==> src/rtl/mem_refill_arbiter.sv <==
// mem_refill_arbiter: round-robin owner of the single memory refill port shared by
// the instruction cache (requester 0) and the data cache (requester 1).
module mem_refill_arbiter #(
  parameter int ADDR_W = 20,
  parameter int DATA_W = 32,
  parameter int BEATS  = 4
) (
  input  logic              clk,
  input  logic              reset_n,
  input  logic              req0,
  input  logic [ADDR_W-1:0] addr0,
  output logic              ack0,
  output logic              valid0,
  output logic [DATA_W-1:0] data0,
  input  logic              req1,
  input  logic [ADDR_W-1:0] addr1,
  output logic              ack1,
  output logic              valid1,
  output logic [DATA_W-1:0] data1,
  output logic              m_req,
  output logic [ADDR_W-1:0] m_addr,
  input  logic              m_ack,
  input  logic              m_valid,
  input  logic [DATA_W-1:0] m_data,
  output logic [1:0]        grant,
  output logic              busy,
  output logic              err
);
  localparam int CW = $clog2(BEATS);
  typedef enum logic [1:0] {IDLE, REQ, DATA} state_t;
  state_t            r_state;
  logic [1:0]        r_grant;
  logic              r_m_req;
  logic [ADDR_W-1:0] r_m_addr;
  logic              r_err;
  logic              r_last;
  logic [CW-1:0]     r_cnt;
  logic              w_pick1;
  logic              w_last_beat;
  // r_last is the previous owner; on a tie the other requester wins
  assign w_pick1     = req1 & (~req0 | ~r_last);
  assign w_last_beat = m_valid & (r_cnt == CW'(BEATS - 1));
  always_ff @(posedge clk or negedge reset_n) begin
    if (!reset_n) begin
      r_state  <= IDLE;
      r_grant  <= 2'b00;
      r_m_req  <= 1'b0;
      r_m_addr <= '0;
      r_err    <= 1'b0;
      r_last   <= 1'b1;
      r_cnt    <= '0;
    end else begin
      r_err <= (m_valid & (r_state == IDLE)) | (m_ack & (r_state != REQ));
      case (r_state)
        IDLE: if (req0 | req1) begin
          r_state  <= REQ;
          r_grant  <= w_pick1 ? 2'b10 : 2'b01;
          r_m_addr <= w_pick1 ? addr1 : addr0;
          r_m_req  <= 1'b1;
          r_cnt    <= '0;
        end
        REQ: if (m_ack) begin
          r_state <= DATA;
          r_m_req <= 1'b0;
          r_cnt   <= CW'(m_valid);
        end
        DATA: if (m_valid) begin
          r_cnt <= r_cnt + 1'b1;
          if (w_last_beat) begin
            r_state <= IDLE;
            r_grant <= 2'b00;
            r_last  <= r_grant[1];
          end
        end
        default: r_state <= IDLE;
      endcase
    end
  end
  // acks outside REQ are protocol errors and never reach a requester
  assign ack0   = m_ack & (r_state == REQ) & r_grant[0];
  assign ack1   = m_ack & (r_state == REQ) & r_grant[1];
  assign valid0 = m_valid & r_grant[0];
  assign valid1 = m_valid & r_grant[1];
  assign data0  = m_data;
  assign data1  = m_data;
  assign m_req  = r_m_req;
  assign m_addr = r_m_addr;
  assign grant  = r_grant;
  assign busy   = r_state != IDLE;
  assign err    = r_err;
endmodule

==> config.mk <==
export PLATFORM = sky130hd
export DESIGN_NAME = mem_refill_arbiter
export DESIGN_NICKNAME = d
export VERILOG_FILES = /design/src/rtl/mem_refill_arbiter.sv
export SDC_FILE = /design/constraint.sdc
export NUM_CORES = 1
export LEC_CHECK = 0
export CORE_ASPECT_RATIO = 1.1
export CORE_MARGIN = 4
export CORE_UTILIZATION = 32
export DETAILED_ROUTE_END_ITERATION = 8
export PLACE_DENSITY = 0.86
export SETUP_SLACK_MARGIN = 0.3
export SYNTH_ARGS = -nofsm -noshare
export SYNTH_HDL_FRONTEND = slang
export SYNTH_SLANG_ARGS = --single-unit
==> constraint.sdc <==
create_clock -name clk -period 2.3 [get_ports clk]
set_clock_uncertainty 0.15 [all_clocks]
set_input_delay 0.23 -clock clk [delete_from_list [all_inputs] [get_ports clk]]
set_output_delay 0.23 -clock clk [all_outputs]
set_load 0.005 [all_outputs]
After elaboration in Yosys (flattened, before gate mapping):

Index checks and enable logic that the tools add are counted.

* $add $sub $neg: 1
* equal/unequal tests: 8
* mux-type cells: 16
* bitwise gates (word level): 14
* reductions and logical operators: 11

Operator list (count)
* $mux 20: 1
* $mux 2: 9
* $pmux 2 s3: 2
* $reduce_and 4->1: 3
* $and 1x1->1: 9
* $ne 2x2->1 const B: 3
* $reduce_and 3->1: 2
* $reduce_bool 2->1: 3
* $eq 2x2->1 const B: 2
* $ne 2x1->1 const B: 2
* $pmux 2 s2: 1
* $or 1x1->1: 3
* $reduce_bool 3->1: 1
* $add 2x1->2 const B: 1
* $eq 2x1->1 const B: 1
* $logic_not 2->1: 1
* $mux 1: 2
* $not 1->1: 2
* $pmux 1 s2: 1
* $reduce_and 2->1: 1

* register bits after elaboration: 29
* input port bits: 78
* output and inout bits: 93

Logic depth before layout (Yosys ltp):

Gate-level depths: netlist of run 1.

* depth in word-level cells: 6
* depth in mapped cells: 7

Worst setup path after synthesis of run 1:

OpenSTA, ideal clock, no wires.

* path type: register to register
* from: reg r_state[0]
* to: reg r_cnt[0]
* data arrival time: 1.674 ns
* required time: 2.025 ns
* path slack: 0.351 ns
* cell stages (with the launch flop): 7
* buffers on the path: 1
* clock period less this slack: 1.949 ns
* cell sequence: dfrtp_1 -> inv_1 -> ha_1 -> buf_6 -> o21ai_4 -> a2111oi_2 -> mux2_2

* word-level cells in the longest chain between the ends: 3

Ends and longest elaborated chain
* start: declaration: RTL line 31 `state_t r_state;`
* start signal: assignment: RTL line 45 `r_state <= IDLE;`
* start signal: assignment: RTL line 56 `r_state <= REQ;`
* start signal: assignment: RTL line 63 `r_state <= DATA;`
* $eq 2x2->1, or another cell as far along: RTL line 54 `case (r_state)`
* $ne 2x2->1 (no line), or another cell as far along
* $reduce_and 4->1 (no line)
* end signal: assignment: RTL line 65 `r_cnt <= CW'(m_valid);`
* end signal: assignment: RTL line 68 `r_cnt <= r_cnt + 1'b1;`
* end: declaration: RTL line 37 `logic [CW-1:0] r_cnt;`

Parallel ways exist; a longest one is shown, timed or not.
A chain may end at the register's enable or synchronous reset.

Final worst setup path of run 1:

* from: reg r_state[1]
* to: reg r_state[1]

* word-level cells in the longest chain between the ends: 3

Ends and longest elaborated chain (RTL line)
* $eq 2x2->1, or another cell as far along: 54
* $ne 2x2->1 (no line) / $ne 2x1->1 (equally long branches)
* $reduce_and 4->1 (no line)

Parallel ways exist; a longest one is shown, timed or not.

==> metrics.md, run 1 <==
| Metric | Value |
|---|---|
| Clock Tree Buf Depth | 2 |
| DRC violations left | 0 |
| Clock buffer count from CTS | 5 |
| Fin crit period | 1930 ps |
| Slew Viols, Final | 0 |
| P_leak | 1.17 nW |
| Gr ovfl total | 0 |
| Core Rows | 30 |
| RR Endpoint | r_state[1]$_DFFE_PN0P_ |
| Clk sinks | 29 |
| CTS Root Cell | clkbuf_8 |
| Initial core utilization | 32.8% |
| Routed Antenna Nets | 0 |
| Gate Count Post-Synth | 209 |
| Worst hold slack | 194 ps |
| Post-Syn Area | 2020 um^2 |
| Total Wirelength | 4030 um |
| Final TNS setup | 0 ps |
| Worst VDD drop | 0.347 mV |
| Switching share of power | 32.4% |
| Setup crit end kind | flop |
| Multi-input gate area | 825 um^2 |
| Finished Cell Area | 2600 um^2 |
| Mean Syn Cell Area | 9.65 um^2 |
| Psw | 904 uW |
| R2r setup slk | 370 ps |
| Yosys reg bits | 29 |
| GPL Wtd Cong | 0.764 |
| Clock Latency Late Sink | 270 ps |
| DRT iter0 DRCs | 39 |
| Clock slew at reported path FFs | 60 ps |
| Die width | 83.7 um |
| Layout Nets | 315 |
| Reg2reg start | r_state[1]$_DFFE_PN0P_ |
| # setup viols final | 0 |
| Vias in the first global route | 1,411 |
| DR pass1 iterations | 4 |
| Final Core Density | 42.2% |
| Hold Path Class | input port to asynchronous set/reset pin |
| Layout cells sized above 1 | 14.3% |
| Fmax achieved | 0.517 GHz |
| Relative slew slack | 74.9% |
| Design Power | 2.79 mW |
| Hold Violations, Final | 0 |
| CP required | 2300 ps |
| Fillcell total | 594 |
| RSZ-0062 raised after global routing | yes |
| GR Util All Layers | 10.8% |
| Combinational share of power | 53.6% |
| DIE HEIGHT | 91.3 um |
| Full die area | 7640 um^2 |
| # H-tree levels | 2 |
| First-pass GRT wire length | 6610 um |
| I/O Buffers | 74 |
| Syn nets | 295 |
| Synth-to-Final Area Change | 28.7% |
| Reg area | 727 um^2 |
| Clk pwr share | 14.9% |
| Critical path type | flop to flop |
| CP max FO | 5 |
| Worst-margin pin slew | 375 ps |
| Antenna fix cells | 0 |
| Synth unique cells | 24 |
| R2r worst-path depth | 5 |
| Register area share after synthesis | 36.0% |
| Sequential share of power | 31.5% |
| Core Box Area | 6160 um^2 |
| Hold Buf Count CTS | 0 |
| WL/cell | 13.0 um |
| Startpoint types | flop |
| Initial antenna violation count | 0 |
| Setup ws final | 365 ps |
| Outcome | finished, final reports clean |
| Power Internal | 1.88 mW |
| Vias per cell | 4.43 |
| IO Pins | 171 |
| DP HPWL | 3110 um |
| Power Dens Cells | 1070 nW/um^2 |
| Post-place setup slack | 204 ps |
| Yosys warnings | 0 |
| Dpl cells | 297 |
| Period utilization | 84.1% |
| Critical Path AT | 1940 ps |
| Dpl cell area | 2400 um^2 |
| Detailed-route via count | 1,373 |
| Maxcap violations | 0 |
| Final Non-Filler Cells | 310 |
| TritonCTS clock tree | yes |
| Largest net degree at the start of global routing | 30 |
[worst max path at each step]
stage / end / cells past startpoint / startpoint
after detailed placement: r_state[0]$_DFFE_PN0P_ / 4 / req0
after floorplan: r_cnt[0]$_DFFE_PN0P_ / 6 / r_state[0]$_DFFE_PN0P_
final: r_state[1]$_DFFE_PN0P_ / 5 / r_state[1]$_DFFE_PN0P_
after global placement: r_cnt[1]$_DFFE_PN0P_ / 4 / req0
after CTS: busy / 5 / r_state[0]$_DFFE_PN0P_
after global routing: r_state[1]$_DFFE_PN0P_ / 5 / r_state[1]$_DFFE_PN0P_
[repair_timing]
| item | 4_1_cts | 5_1_grt |
|---|---|---|
| buffers inserted | 3 | 2 |
| gates cloned | 0 | 0 |
| resized for setup | 7 | 9 |
| endpoints found under the setup margin | 8 | 7 |
| pin swaps | 2 | 2 |
[critical path: stages, from the launching register on]
cell       delay, ps
dfrtp_1          390
buf_4            150
ha_1             210
nor2b_4          160
a2111oi_4        380
mux2_2           370
[Yosys cell counts (all sizes together)]
cell type	count	area, um^2
buf	67	507
dfrtp	28	701
nand2	25	93.8
o21ai	24	131
mux2i	20	200
ha	8	100
mux2	6	67.6
inv	5	18.8
clkbuf	4	15.0
a21boi	3	22.5
and3	3	18.8
nor2b	3	18.8
a2111oi	2	30.0
and2	2	12.5
nand2b	2	12.5
nand3	2	10.0
a211oi	1	7.51
dfstp	1	26.3
o211ai	1	7.51
o311ai	1	8.76
or4	1	7.51
[layout by cell type, fill, tap and decap left out, types with 3 or more instances in the layout]
cell type,n
clkdlybuf4s50_1,71
dfrtp_1,28
nand2_1,25
o21ai_0,23
mux2i_1,20
buf_4,9
clkbuf_8,6
mux2_2,5
ha_1,5
inv_1,3
and3_1,3
dlymetal6s2s_1,3
[power by group through the flow]
stage | combinational [mW] | clock, mW | sequential (mW)
2_1_floorplan | 0.697 | 0 | 0.896
3_3_place_gp | 1.28 | 0 | 0.890
3_5_place_dp | 1.32 | 0 | 0.899
4_1_cts | 1.41 | 0.441 | 0.882
5_1_grt | 1.66 | 0.464 | 0.909
6_report | 1.49 | 0.415 | 0.878
[final cells by class]
class                           instances  share of cell area, %
Clock buffer                            8                   3.47
Tap cell                               80                   3.86
Multi-Input combinational cell        104                   31.8
Timing Repair Buffer                   84                   32.2
Sequential cell                        29                   28.0
Inverter                                5                  0.723
[kinds of logic (layout without fill, tap and decap cells)]
family | after synthesis | in the layout | share of synthesized area (%)
AOI/OAI and AO/OA | 32 | 32 | 10.3
buffers and inverters | 76 | 97 | 26.8
muxes | 26 | 26 | 13.3
and+or+nand+nor | 38 | 38 | 8.62
DFF | 29 | 29 | 36.0
adders and majority gates | 8 | 8 | 4.96
[sequential cells by signal, indices dropped and copies added (netlist names)]
register / flops
grant: 2
m_req: 1
r_state: 2
r_cnt: 2
r_last: 1
m_addr: 20
err: 1
[routing by layer]
| layer | track usage, % | part of all wire [%] | vias to the layer above |
|---|---|---|---|
| met5 | 0 | 0 | - |
| met4 | 4.69 | 2.2 | 0 |
| met3 | 5.72 | 11 | 20 |
| met2 | 19.6 | 51 | 64 |
| met1 | 9.84 | 35 | 615 |
| li1 | - | - | 674 |
(Power assumes the default switching activity.)
==> run 2: changes to the inputs <==
Settings changed: CORE_UTILIZATION 32 to 29, PLACE_DENSITY 0.86 to 0.82.
Clock period 2.3 ns to 1.6 ns, I/O delays scaled along.
==> run 2 against run 1 <==
Sequential power up 45%. Cell area rose by 18%. Power is 73% higher. Critical path type unchanged. Clock-buffer cell count decreased by 2. The run now ends with setup timing left. Flip-flop and latch count unchanged. Register-to-register slack got worse by 620 ps. Largest power group unchanged. Critical path depth did not move. Worst hold slack lost 110 ps. Setup slack got worse by 620 ps. Maximum frequency is 4.3% higher. Largest cell class unchanged.
==> metrics.md, run 2 (synthesized netlist as in run 1, its figures left out) <==
| Metric | Value |
|---|---|
| Critical Path Most Common Cell | buf_6 |
| Clock Tree Buf Depth | 2 |
| Setup crit end kind | flop |
| Core Box Area | 6670 um^2 |
| Finished Cell Area | 3060 um^2 |
| Layout Nets | 343 |
| Vias per cell | 4.47 |
| R2r setup slk | -250 ps |
| Slowest stage cell, crit path | dfrtp_2 |
| I/O Buffers | 74 |
| Core Rows | 31 |
| Initial core utilization | 30.2% |
| Full die area | 8350 um^2 |
| Clock slew at reported path FFs | 70 ps |
| Vias in the first global route | 1,596 |
| Die width | 87.5 um |
| CP max FO | 2 |
| Met1 Use GR | 11.9% |
| Setup ws final | -255 ps |
| Antenna fix cells | 0 |
| DP HPWL | 3480 um |
| Most frequent cells in the layout | clkdlybuf4s50_1, dfrtp_1, dlygate4sd2_1 |
| Relative slew slack | 74.4% |
| Startpoint types | flop |
| # H-tree levels | 2 |
| RSZ-0062 raised after global routing | yes |
| R2r worst-path depth | 5 |
| Reg2reg start | r_state[0]$_DFFE_PN0P_ |
| Final Non-Filler Cells | 340 |
| Gr ovfl total | 0 |
| Outcome | complete, but fails checks |
| P_leak | 1.41 nW |
| RR Endpoint | r_cnt[0]$_DFFE_PN0P_ |
| Fillcell total | 649 |
| Largest net degree at the start of global routing | 30 |
| Fin crit period | 1850 ps |
| Power Dens Cells | 1580 nW/um^2 |
| Synth-to-Final Area Change | 51.7% |
| Worst hold slack | 86.7 ps |
| Dpl cells | 311 |
| Slew Viols, Final | 0 |
| # setup viols final | 11 |
| First-pass GRT wire length | 7580 um |
| CTS Root Cell | clkbuf_8 |
| Initial antenna violation count | 0 |
| Dpl cell area | 2570 um^2 |
| GR Util met2 | 21.9% |
| Hold Violations, Final | 0 |
| Total Wirelength | 5090 um |
| Detailed-route via count | 1,520 |
| IO Pins | 171 |
| Hold Path Class | input port to asynchronous set/reset pin |
| DR pass1 iterations | 4 |
| Met3 Use GR | 4.15% |
| CP Cell Sequence | buf_6 -> buf_6 -> ha_4 -> a2111oi_4 -> mux2_4 |
| Worst VDD drop | 0.917 mV |
| DRT iter0 DRCs | 24 |
| Clk sinks | 29 |
| Worst-margin pin slew | 383 ps |
| GR Util All Layers | 11.8% |
| Max reg flops | 20 |
| Post-place setup slack | -287 ps |
| GPL Wtd Cong | 0.753 |
| Layout cells sized above 1 | 36.8% |
| CP max stage delay | 440 ps |
| CP required | 1610 ps |
| Failing checks | setup timing |
| Fmax achieved | 0.539 GHz |
| Busiest grt layer | met2 |
| WL/cell | 15.0 um |
| Critical Path AT | 1870 ps |
| Clock Latency Late Sink | 270 ps |
| DRC violations left | 0 |
| Critical path type | flop to flop |
| DIE HEIGHT | 95.5 um |
| Hold Buf Count CTS | 0 |
| Period utilization | 116% |
| TritonCTS clock tree | yes |
| Clock buffer count from CTS | 5 |
| Maxcap violations | 0 |
| Routed Antenna Nets | 0 |
| Commonest non-fill, non-tap cell in the layout | clkdlybuf4s50_1 |
==> run 2: cell count changes in the layout (fill, tap and decap cells not counted), moves of 4 or more <==
cell	change
mux2i_1	-4
o21ai_0	-22
nand2_1	-5
dlygate4sd2_1	+24
mux2_2	-5
mux2_4	+5
buf_4	+8
buf_6	+18
clkdlybuf4s50_1	-28
o21ai_1	+19
==> run 2: area by class of cell <==
cell class	count	area (um^2)	share of cell area [%]
clock buffer	6	72.6	2.37
clock inverter	2	10.0	0.327
inverter	5	21.3	0.695
multi-input combinational	104	996	32.5
sequential	29	729	23.8
tap	82	103	3.35
timing repair buffer	112	1130	36.9
==> run 2: worst max path at each step <==
stage / endpoint / slack, ps / start
2_1_floorplan: r_cnt[0]$_DFFE_PN0P_ / -220 / r_state[1]$_DFFE_PN0P_
3_3_place_gp: r_state[0]$_DFFE_PN0P_ / -240 / r_state[0]$_DFFE_PN0P_
3_5_place_dp: r_cnt[0]$_DFFE_PN0P_ / -290 / r_state[0]$_DFFE_PN0P_
4_1_cts: r_state[1]$_DFFE_PN0P_ / -230 / r_state[1]$_DFFE_PN0P_
5_1_grt: r_state[1]$_DFFE_PN0P_ / -280 / r_state[1]$_DFFE_PN0P_
6_report: r_cnt[0]$_DFFE_PN0P_ / -250 / r_state[0]$_DFFE_PN0P_
==> run 2: power breakdown <==
group | switching (mW) | internal, mW | leakage [nW] | total [mW]
clock network | 0.279 | 0.301 | 0.0450 | 0.580
registers | 0.201 | 1.07 | 0.353 | 1.27
logic | 1.21 | 1.76 | 1.01 | 2.97
==> run 2: metal layers <==
layer / share of wire [%] / wire length [um]
met1: 35 / 1770
met2: 53 / 2700
met3: 9.3 / 474
met4: 2.9 / 145
met5: 0 / 0
==> run 2: metrics by stage <==
stage / power [mW] / setup TNS, ps / util [%]
after floorplan: 2.42 / -1100 / -
after global placement: 3.43 / -5280 / 38.5
after detailed placement: 3.51 / -6430 / 38.5
after CTS: 4.57 / -1720 / 44.0
after global routing: 5.17 / -2300 / 45.9
final: 4.82 / -1740 / 45.9
==> run 2: critical path: cells and delay by family, from the launching register on <==
| kind | cells | cell delay, ps |
|---|---|---|
| buf+inv | 2 | 250 |
| compound gates | 1 | 410 |
| mux | 1 | 340 |
| flops | 1 | 440 |
| fa+ha+maj | 1 | 160 |
==> run 2: what timing repair did <==
item / CTS / global route
pin swaps: 10 / 10
buffers inserted: 17 / 2
gates resized for setup: 111 / 29
endpoints found under the setup margin: 58 / 35
cloned: 2 / 0
==> run 3: changes to the inputs <==
Settings changed: ABC_CLOCK_PERIOD_IN_PS set to 2200, CORE_UTILIZATION 29 to 35, PLACE_DENSITY 0.82 to 0.92.
Clock period 1.6 ns to 2.2 ns, I/O delays scaled along.
==> run 3 against run 2 <==
Largest cell class is now multi-input gates. First-iteration DRC count is 4.2% lower. Via count is 7.0% lower. Cell area is 13% lower. Clock power is 2% lower. Critical endpoint is now r_cnt[1]$_DFFE_PN0P_. Die area is 16% lower. The run now ends clean. Maximum frequency is 1.8% lower. Clock-buffer cell count is 1 higher. Register-to-register slack better by 570 ps. Flip-flop and latch count stayed put. Core utilization is 2.8 points higher. Global-route usage is 1.0 points higher.
==> metrics.md, run 3 (synthesized netlist as in run 1, its figures left out) <==
| Metric | Value |
|---|---|
| Outcome | finished, final reports clean |
| DIE HEIGHT | 87.6 um |
| Combinational share of power | 53.2% |
| Power Dens Cells | 1190 nW/um^2 |
| RR Endpoint | r_cnt[1]$_DFFE_PN0P_ |
| Fin crit period | 1890 ps |
| Max reg flops | 20 |
| Slowest stage cell, crit path | a2111oi_4 |
| CP Cell Sequence | inv_2 -> ha_4 -> o21ai_4 -> a2111oi_4 -> mux2_4 |
| Hold Buf Count CTS | 0 |
| CP required | 2210 ps |
| Full die area | 7040 um^2 |
| R2r setup slk | 310 ps |
| Finished Cell Area | 2680 um^2 |
| Antenna fix cells | 0 |
| Met1 Use GR | 13.2% |
| Vias per cell | 4.57 |
| GPL Wtd Cong | 0.780 |
| Clock buffer count from CTS | 5 |
| Psw | 1.03 mW |
| Die width | 80.4 um |
| Gr ovfl total | 0 |
| Total Wirelength | 4640 um |
| Maxcap violations | 0 |
| DP HPWL | 3440 um |
| Power Internal | 2.15 mW |
| CP max stage delay | 460 ps |
| Switching share of power | 32.5% |
| Clk pwr share | 17.9% |
| Busiest grt layer | met2 |
| Hold Violations, Final | 0 |
| Startpoint types | flop |
| Relative slew slack | 73.7% |
| Clock Latency Late Sink | 280 ps |
| Initial core utilization | 36.7% |
| RSZ-0062 raised after global routing | yes |
| First-pass GRT wire length | 6920 um |
| DRC violations left | 0 |
| Slew Viols, Final | 0 |
| GR Util All Layers | 12.8% |
| Period utilization | 85.8% |
| Setup crit end kind | flop |
| Detailed-route via count | 1,413 |
| # H-tree levels | 2 |
| Final TNS setup | 0 ps |
| Most frequent cells in the layout | clkdlybuf4s50_1, dfrtp_1, nand2_1 |
| Clk sinks | 29 |
| Dpl cell area | 2430 um^2 |
| Met3 Use GR | 4.73% |
| Final Core Density | 48.6% |
| R2r worst-path depth | 5 |
| Synth-to-Final Area Change | 32.6% |
| Clock Tree Buf Depth | 2 |
| DRT iter0 DRCs | 23 |
| Largest net degree at the start of global routing | 32 |
| Layout cells sized above 1 | 17.5% |
| Reg2reg start | r_state[0]$_DFFE_PN0P_ |
| Worst-margin pin slew | 394 ps |
| DR pass1 iterations | 4 |
| Initial antenna violation count | 0 |
| Clock slew at reported path FFs | 60 ps |
| Routed Antenna Nets | 0 |
| IO Pins | 171 |
| Critical Path AT | 1900 ps |
| CTS Root Cell | clkbuf_8 |
| WL/cell | 15.0 um |
| Hold Path Class | input port to asynchronous set/reset pin |
| TritonCTS clock tree | yes |
| Commonest non-fill, non-tap cell in the layout | clkdlybuf4s50_1 |
| # setup viols final | 0 |
| Core Box Area | 5500 um^2 |
| Fmax achieved | 0.530 GHz |
| Layout Nets | 319 |
| GR Util met2 | 22.7% |
| CP max FO | 4 |
| Sequential share of power | 28.9% |
| Worst VDD drop | 0.450 mV |
| Core Rows | 28 |
| P_leak | 1.20 nW |
| Critical path type | flop to flop |
| Vias in the first global route | 1,463 |
| I/O Buffers | 74 |
==> run 3: changes by cell type in the layout (fill, tap and decap cells not counted), moves of 5 or more <==
cell / before / now
dlygate4sd2_1: 24 / 2
clkdlybuf4s50_1: 43 / 70
o21ai_1: 19 / 0
buf_6: 18 / 1
nand2_1: 20 / 25
o21ai_0: 1 / 23
==> run 3: layer usage <==
layer	up-vias	part of all wire (%)	wire (um)
met5	-	0	0
li1	683	-	-
met2	61	54	2500
met3	21	8.5	392
met4	0	2.7	127
met1	648	35	1620
==> run 3: how the worst max path moves through the flow <==
| stage | start | cells after the start | to | slack (ps) |
|---|---|---|---|---|
| floorplan | r_state[0]$_DFFE_PN0P_ | 6 | r_cnt[0]$_DFFE_PN0P_ | 310 |
| detailed placement | req0 | 4 | r_cnt[1]$_DFFE_PN0P_ | 140 |
| finish | r_state[0]$_DFFE_PN0P_ | 5 | r_cnt[1]$_DFFE_PN0P_ | 310 |
| global route | r_state[0]$_DFFE_PN0P_ | 5 | r_cnt[1]$_DFFE_PN0P_ | 240 |
| CTS | r_state[0]$_DFFE_PN0P_ | 5 | busy | 200 |
| global placement | req0 | 4 | r_cnt[1]$_DFFE_PN0P_ | 200 |
==> run 3: through the flow <==
step / setup slack, ps / std cells / hold WS, ps / total power [mW]
final: 312 / 309 / 187 / 3.18
after global routing: 243 / 309 / 238 / 3.43
after CTS: 200 / 307 / 193 / 3.15
after detailed placement: 142 / 295 / 290 / 2.42
after global placement: 204 / 295 / 290 / 2.35
after floorplan: 306 / 209 / -226 / 1.72
==> run 3: final cells by class <==
type                       instances  area (um^2)
tap                               75         93.8
multi-input combinational        104          867
fill                             510         2830
clock buffer                       7         86.3
timing repair buffer              88          852
inverter                           5         18.8
sequential                        29          727
clock inverter                     1         30.0
==> run 3: power groups by stage <==
stage	clock, mW	combinational, mW	sequential [mW]
floorplan	0	0.782	0.940
global placement	0	1.42	0.929
detailed placement	0	1.48	0.940
CTS	0.596	1.63	0.921
global route	0.617	1.86	0.952
finish	0.570	1.69	0.918
==> run 3: timing repair <==
action	CTS	global route
pin swaps	2	3
gates resized for setup	14	9
endpoints found under the setup margin	9	7
endpoints found under the hold margin	0	0
setup buffers	4	2
==> run 3: critical path: cells and delay by family (launching register included) <==
kind                       cells  cell delay, ps
AOI/OAI and AO/OA              2             550
adders and majority gates      1             180
buffers and inverters          1             140
DFF                            1             410
muxes                          1             340
